==> src/rtl/element_update_feeder.sv <==
// Upstream feeder for the matrix solver core: buffers host element updates in a
// FIFO and issues them to the core one at a time, waiting for EOC between issues.
module element_update_feeder #(
  parameter int unsigned DEPTH          = 8,
  parameter int unsigned MATRIX_N       = 256,
  parameter int unsigned TIMEOUT_CYCLES = 65535
) (
  input  logic                     clock,
  input  logic                     reset,
  input  logic                     in_valid,
  output logic                     in_ready,
  input  logic [15:0]              in_x,
  input  logic [15:0]              in_y,
  input  logic [47:0]              in_elem,
  output logic [15:0]              X,
  output logic [15:0]              Y,
  output logic [47:0]              NewElement,
  output logic                     EnableChange,
  input  logic                     EOC_Flag,
  output logic                     busy,
  output logic                     err_drop,
  output logic                     err_timeout,
  output logic [15:0]              done_count,
  output logic [$clog2(DEPTH):0]   fifo_level
);

  localparam int unsigned AW = $clog2(DEPTH);
  localparam int unsigned LW = AW + 1;
  localparam int unsigned TW = $clog2(TIMEOUT_CYCLES + 1);

  typedef struct packed {
    logic [15:0] x;
    logic [15:0] y;
    logic [47:0] elem;
  } entry_t;

  typedef enum logic {IDLE, WAIT} state_t;

  entry_t          mem [DEPTH];
  entry_t          head;
  logic [AW-1:0]   wr_ptr;
  logic [AW-1:0]   rd_ptr;
  logic [LW-1:0]   count;
  logic [LW-1:0]   count_next;
  logic            accept;
  logic            in_range;
  logic            push;
  logic            pop;
  logic            eoc_q;
  logic            eoc_rise;
  logic [TW-1:0]   timer;
  state_t          state;

  assign accept   = in_valid && in_ready;
  assign in_range = (32'(in_x) < MATRIX_N) && (32'(in_y) < MATRIX_N);
  assign push     = accept && in_range;
  assign pop      = (state == IDLE) && (count != '0);
  assign head     = mem[rd_ptr];
  assign eoc_rise = EOC_Flag && !eoc_q;
  assign fifo_level = count;

  // Occupancy after this cycle's push/pop; also drives the registered ready.
  always_comb begin
    count_next = count;
    case ({push, pop})
      2'b10:   count_next = count + LW'(1);
      2'b01:   count_next = count - LW'(1);
      default: count_next = count;
    endcase
  end

  // Storage has no reset; validity is tracked by the pointers and count.
  always_ff @(posedge clock) begin
    if (push) begin
      mem[wr_ptr] <= '{x: in_x, y: in_y, elem: in_elem};
    end
  end

  always_ff @(posedge clock or negedge reset) begin
    if (!reset) begin
      wr_ptr   <= '0;
      rd_ptr   <= '0;
      count    <= '0;
      in_ready <= 1'b1;
      err_drop <= 1'b0;
      eoc_q    <= 1'b0;
    end else begin
      eoc_q    <= EOC_Flag;
      err_drop <= accept && !in_range;
      count    <= count_next;
      in_ready <= (count_next != LW'(DEPTH));
      if (push) begin
        wr_ptr <= wr_ptr + AW'(1);
      end
      if (pop) begin
        rd_ptr <= rd_ptr + AW'(1);
      end
    end
  end

  // Issue/wait sequencer. EnableChange is high only in the issue cycle, so it
  // doubles as the marker for ignoring an EOC rise that coincides with issue.
  always_ff @(posedge clock or negedge reset) begin
    if (!reset) begin
      state        <= IDLE;
      X            <= '0;
      Y            <= '0;
      NewElement   <= '0;
      EnableChange <= 1'b0;
      busy         <= 1'b0;
      err_timeout  <= 1'b0;
      done_count   <= '0;
      timer        <= '0;
    end else begin
      EnableChange <= 1'b0;
      err_timeout  <= 1'b0;
      case (state)
        IDLE: begin
          if (pop) begin
            X            <= head.x;
            Y            <= head.y;
            NewElement   <= head.elem;
            EnableChange <= 1'b1;
            busy         <= 1'b1;
            timer        <= '0;
            state        <= WAIT;
          end
        end
        WAIT: begin
          // Completion is tested first so it wins a tie with the timeout.
          if (eoc_rise && !EnableChange) begin
            done_count <= done_count + 16'd1;
            busy       <= 1'b0;
            state      <= IDLE;
          end else if (timer == TW'(TIMEOUT_CYCLES)) begin
            err_timeout <= 1'b1;
            busy        <= 1'b0;
            state       <= IDLE;
          end else begin
            timer <= timer + TW'(1);
          end
        end
        default: state <= IDLE;
      endcase
    end
  end

endmodule

==> config.mk <==
export PLATFORM = sky130hd
export DESIGN_NAME = element_update_feeder
export DESIGN_NICKNAME = d
export VERILOG_FILES = /design/src/rtl/element_update_feeder.sv
export SDC_FILE = /design/constraint.sdc
export NUM_CORES = 1
export LEC_CHECK = 0
export BUFFER_PORTS_ARGS = -buffer_cell sky130_fd_sc_hd__buf_2
export CAP_MARGIN = 30
export CORE_MARGIN = 4
export CORE_UTILIZATION = 45
export CTS_CLUSTER_SIZE = 10
export DETAILED_ROUTE_END_ITERATION = 8
export HOLD_SLACK_MARGIN = 0.15
export PLACE_DENSITY_LB_ADDON = 0.15
export SLEW_MARGIN = 5
export SYNTH_ARGS = -nofsm -noshare
export SYNTH_HDL_FRONTEND = slang
export SYNTH_SLANG_ARGS = --single-unit
==> constraint.sdc <==
create_clock -name clock -period 19.88 [get_ports clock]
set_input_delay 2.982 -clock clock [delete_from_list [all_inputs] [get_ports clock]]
set_output_delay 2.982 -clock clock [all_outputs]
set_load 0.01 [all_outputs]
-- After elaboration in Yosys (flattened, before gate mapping)
Memory sizes are Yosys's and may differ from the RTL's. A register that Yosys moved wholly into a read port is not among the register bits.
Index checks and enable logic that the tools add are counted.
- equality and inequality tests: 8
- shifts and indexed selects: 0
- reductions and logical operators: 16
- divide/modulo/power cells: 0
- magnitude comparators: 2
- bitwise logic cells: 1
- mux-type cells: 19
- $add $sub $neg: 6
- $mul: 0
- operators with widths (operator ; count):
    2-to-1 mux 16 bit ; 3
    adder 16 x 1 -> 16 bit (second input constant) ; 2
    less-than comparator 16 x 9 -> 1 bit (second input constant) ; 2
    case mux 16 bit (2 select lines) ; 1
    equality test 16 bit (second input constant) ; 1
    2-to-1 mux 1 bit ; 12
    case mux 4 bit (2 select lines) ; 1
    logical AND 1 bit ; 7
    adder 3 x 1 -> 3 bit (second input constant) ; 2
    inequality test 2 bit (second input constant) ; 3
    AND reduction 2 bit ; 3
    adder 4 x 1 -> 4 bit (second input constant) ; 1
    logical NOT 1 bit ; 4
    inequality test 4 bit (second input constant) ; 1
    case mux 1 bit (2 select lines) ; 2
    nonzero test 4 bit ; 1
    subtractor 4 x 1 -> 4 bit (second input constant) ; 1
    inequality test 3 x 1 -> 1 bit (second input constant) ; 1
    AND reduction 3 bit ; 1
    equality test 2 x 1 -> 1 bit (second input constant) ; 1
    equality test 2 bit (second input constant) ; 1
    inverter 1 bit ; 1
- memories kept: 1
- flip-flop bits (word level): 49
- ROM bits: 0
- word-level logic and storage cells: 65
- bits in latches: 0
- bits in writable memories: 640
- memories (name ; depth ; bits a word ; read ports ; clocked after memory_dff ; write ports ; RTL line ; RTL):
    mem ; 8 ; 80 ; 1 ; 1 ; 1 ; 39 ; entry_t mem [DEPTH];

-- Logic depth before layout (Yosys ltp)
- depth in word-level cells: 6
- gate-level depth with buffers: 12
- depth with buffers taken out: 10

-- Least setup slack after synthesis
OpenSTA, ideal clock, no wires.
- kind: input port to flip-flop
- start: input port in_y[14]
- end: memory mem[0][0] in the netlist's numbering, enable pin
- library setup time: 718 ps
- path slack: 7810 ps
- arrival: 11353 ps
- buffers on the path: 0
- stages on the path: 4
- cells stage by stage: nor4_1 -> and4_1 -> nand3_1 -> nor4_1
- word-level cells in the longest chain between the ends: 5
- ends and longest elaborated chain (element ; RTL line ; RTL):
    from (decl) ; 13 ; input logic [15:0] in_y,
    less-than comparator 16 x 9 -> 1 bit ; 55 ; assign in_range = (32'(in_x) < MATRIX_N) && (32'(in_y) < MATRIX_N);
    logical AND 1 bit ; 55 ;
    logical AND 1 bit ; 56 ; assign push = accept && in_range;
    2-to-1 mux 1 bit ; 74 ; if (push) begin
    2-to-1 mux 1 bit (implied by the code) ; 75 ; mem[wr_ptr] <= '{x: in_x, y: in_y, elem: in_elem};
    to (decl) ; 39 ;
No other way between the ends.

-- Worst setup path in the final report
- start: input port in_x[13]
- end: memory mem[7][35] in the netlist's numbering, enable pin
- word-level cells in the longest chain between the ends: 5
- ends and longest elaborated chain (element ; RTL line ; RTL):
    from (decl) ; 12 ; input logic [15:0] in_x,
    less-than comparator 16 x 9 -> 1 bit ; 55 ;
    logical AND 1 bit ; 55 ;
    logical AND 1 bit ; 56 ;
    2-to-1 mux 1 bit ; 74 ;
    2-to-1 mux 1 bit (implied by the code) ; 75 ;
No other way between the ends.

==> flow_metrics.tcl <==
set metrics [dict create \
    timing.rr.end "X[10]" \
    netlist-cell-type-count 47 \
    htree_levels 3 \
    hold_class "flip-flop to flip-flop" \
    grt_pass1_vias 15050 \
    post-route-util_pct 53.31 \
    max_slew_margin_pct 36.52 \
    initial_utilization_pct 45.81 \
    fin_nets 1761 \
    ir_worst_vdd_mv 0.08099 \
    switching_share_pct 28.02 \
    cts_buffers 88 \
    setup_viol 0 \
    hpwl_mm 34.15 \
    clock_latency_ns 0.61 \
    post_cts_resized 0 \
    cts_sinks 769 \
    grt_pass1_wl_mm 94.16 \
    max_cap_violations 0 \
    synthFlopType "edfxtp_1" \
    min_to "done_count[15]" \
    hold-path-cell-count 1 \
    die_h_um 262.3 \
    start_kind "input pin" \
    skew_ns 0.02230 \
    comb_power_share_pct 23.0 \
    clock_path_buffers 3 \
    crit_family "simple AND/OR/NAND/NOR gates" \
    hold_start "done_count[15]" \
    async_flop_share_pct 16.78 \
    synthToLayoutAreaGrowth_pct 16.38 \
    avgSynthCellArea_um2 20.33 \
    crit_slowest_cell "buf_4" \
    dp_cells 2423 \
    cp.required_ns 20.10 \
    die_area_um2 68810 \
    setup_total_negative_slack_ns 0 \
    vias 14240 \
    max_freq_mhz 168.7 \
    path_clk_slew_ns 0.05 \
    wire_per_inst_um 23.56 \
    r2r_cells 6 \
    path_max_fanout 59 \
    post_cts_buffers 0 \
    status "finished, final reports clean" \
    ys_seq_area_share_pct 77.12 \
    antenna_found_initial 14 \
    critPathMaxStageDelay_ns 0.86 \
    p_int_mw 3.250 \
    hold_viol 0 \
    stdcell_count 2595 \
    grt_overflow 0 \
    grt_use_total_pct 17.79 \
    routabilityCongestion 0.7609 \
    worstMarginPinSlew_ns 0.9522 \
    antenna_left 0 \
    p_leak_nw 11.80 \
    ctsHoldBuffers 0 \
    worstSetupPathType "input pin to flip-flop" \
    port-buffer-count 188 \
    cp-end-kind "flip-flop" \
    p_switching_mw 1.265 \
    total_power_mw 4.515 \
    p_clk_share_pct 32.9 \
    synth_area_um2 29110 \
    netlist_instances 1432 \
    grt_max_degree 109 \
    drt-total-wl_mm 61.14 \
    coreArea_um2 63540 \
    seqPwrFrac_pct 44.0 \
    cts_tree "yes" \
    fin_crit_ns 5.928 \
    drc 0 \
    row_count 92 \
    ys_seq_elements 769 \
    rsz0062_at_grt "no" \
    vias_per_cell 5.486 \
    period_share_pct 29.82 \
    power.density_nw_per_um2 133.3 \
    firstDrtPassIters 6 \
    worst-endpoint-arrival_ns 6.14 \
    r2r-start "rd_ptr[0]" \
    synth_edf_count 640 \
    drv_slew 0 \
    drtIter0Drc 1080 \
    root_buffer "clkbuf_16" \
    cp_num_buf_inv 2 \
    io_pins 189 \
    yosysWarnings 0 \
    crit_path_cell_trace "buf_2 -> nor4_1 -> and4_1 -> nand4_1 -> nor2_4 -> buf_4" \
    syn_nets 1523 \
    fp.dieW_um 262.3 \
    r2r_setup_slack_ns 16.45 \
    final_layout_size_suffix_gt1_share_pct 28.33 \
]
Yosys cell counts, types with 9 or more instances:
cell	instances	share of area, %
edfxtp_1	640	66
mux4_2	160	12
dfrtp_1	128	11
nand2_1	107	1.4
o21ai_0	90	1.5
mux2i_1	87	3.0
clkbuf_1	35	0.45
buf_2	28	0.48
nor2_1	16	0.21
xnor2_1	14	0.42
nand4_1	11	0.24
nor3_1	11	0.19
nor4_1	11	0.24
nand3_1	9	0.15
worst max path at each step:
| stage | from | end | slack [ns] | cells after the start |
|---|---|---|---|---|
| after floorplan | in_y[14] | mem[0][0] | 7.81 | 4 |
| after global placement | in_x[13] | mem[7][12] | 13.24 | 6 |
| after detailed placement | in_x[13] | mem[6][13] | 13.23 | 6 |
| after CTS | in_x[13] | mem[6][28] | 13.88 | 6 |
| after global routing | in_x[13] | mem[7][19] | 13.69 | 6 |
| final | in_x[13] | mem[7][35] | 13.95 | 6 |
per-layer routing:
layer	GRT usage [%]	share of wire, %	vias up
li1	-	-	6298
met1	25.44	45	7480
met2	28.72	49	361
met3	3.277	5.1	96
met4	4.560	1.7	2
met5	0	0.021	-
kinds of logic after synthesis:
family                     synth area share [%]
adders and majority gates                0.3009
buffers and inverters                     1.109
xor gates and xnor gates                 0.6319
DFF                                       77.12
AOI/OAI and AO/OA                         2.197
and+or+nand+nor                           3.190
muxes                                     15.45
area by class of cell:
| class | count | area (µm²) |
|---|---|---|
| Clock buffer | 159 | 2564 |
| Fill cell | 5056 | 29670 |
| Clock inverter | 5 | 88.84 |
| Timing Repair Buffer | 216 | 1277 |
| Inverter | 6 | 22.52 |
| Sequential cell | 769 | 22460 |
| Multi-Input combinational cell | 589 | 6392 |
| Tap cell | 846 | 1059 |
| Antenna cell | 5 | 12.51 |
placed cells by master (no fill, tap or decap), types with 6 or more instances in the layout:
cell type,Yosys,layout
nor4_1,11,10
nand3_1,9,9
nor3_1,11,7
a21oi_1,6,6
clkbuf_1,35,66
buf_4,0,22
xor2_1,7,7
xnor2_1,14,14
clkbuf_16,0,92
nor2_1,16,13
buf_2,28,187
dfrtp_1,128,125
mux4_2,160,160
edfxtp_1,640,640
ha_1,7,7
mux2i_1,87,87
o21ai_0,90,90
buf_16,0,6
nand4_1,11,11
nand2_1,107,106
stage by stage:
step | hold WS, ns | instance area, µm² | setup slack [ns]
floorplan | 0.4697 | 29110 | 7.810
global placement | 0.4508 | 31040 | 13.24
detailed placement | 0.4557 | 31130 | 13.23
CTS | 0.4645 | 33780 | 13.88
global route | 0.4722 | 33860 | 13.69
finish | 0.4594 | 33880 | 13.95
power groups by stage:
stage / combinational (mW) / clock (mW) / sequential [mW]
6_report: 1.04 / 1.49 / 1.99
5_1_grt: 1.15 / 1.60 / 2.01
4_1_cts: 1.07 / 1.53 / 1.99
3_5_place_dp: 1.06 / 0 / 2.02
3_3_place_gp: 1.04 / 0 / 2.02
2_1_floorplan: 0.738 / 0 / 1.98
registers in the layout, summed over array words and instances (netlist names), 3 cells and up:
register / flops
rd_ptr: 3
done_count: 16
fifo_level: 4
NewElement: 48
timer: 16
X: 16
wr_ptr: 3
Y: 16
mem: 640
Note: power is estimated with default switching activity, not from simulation.
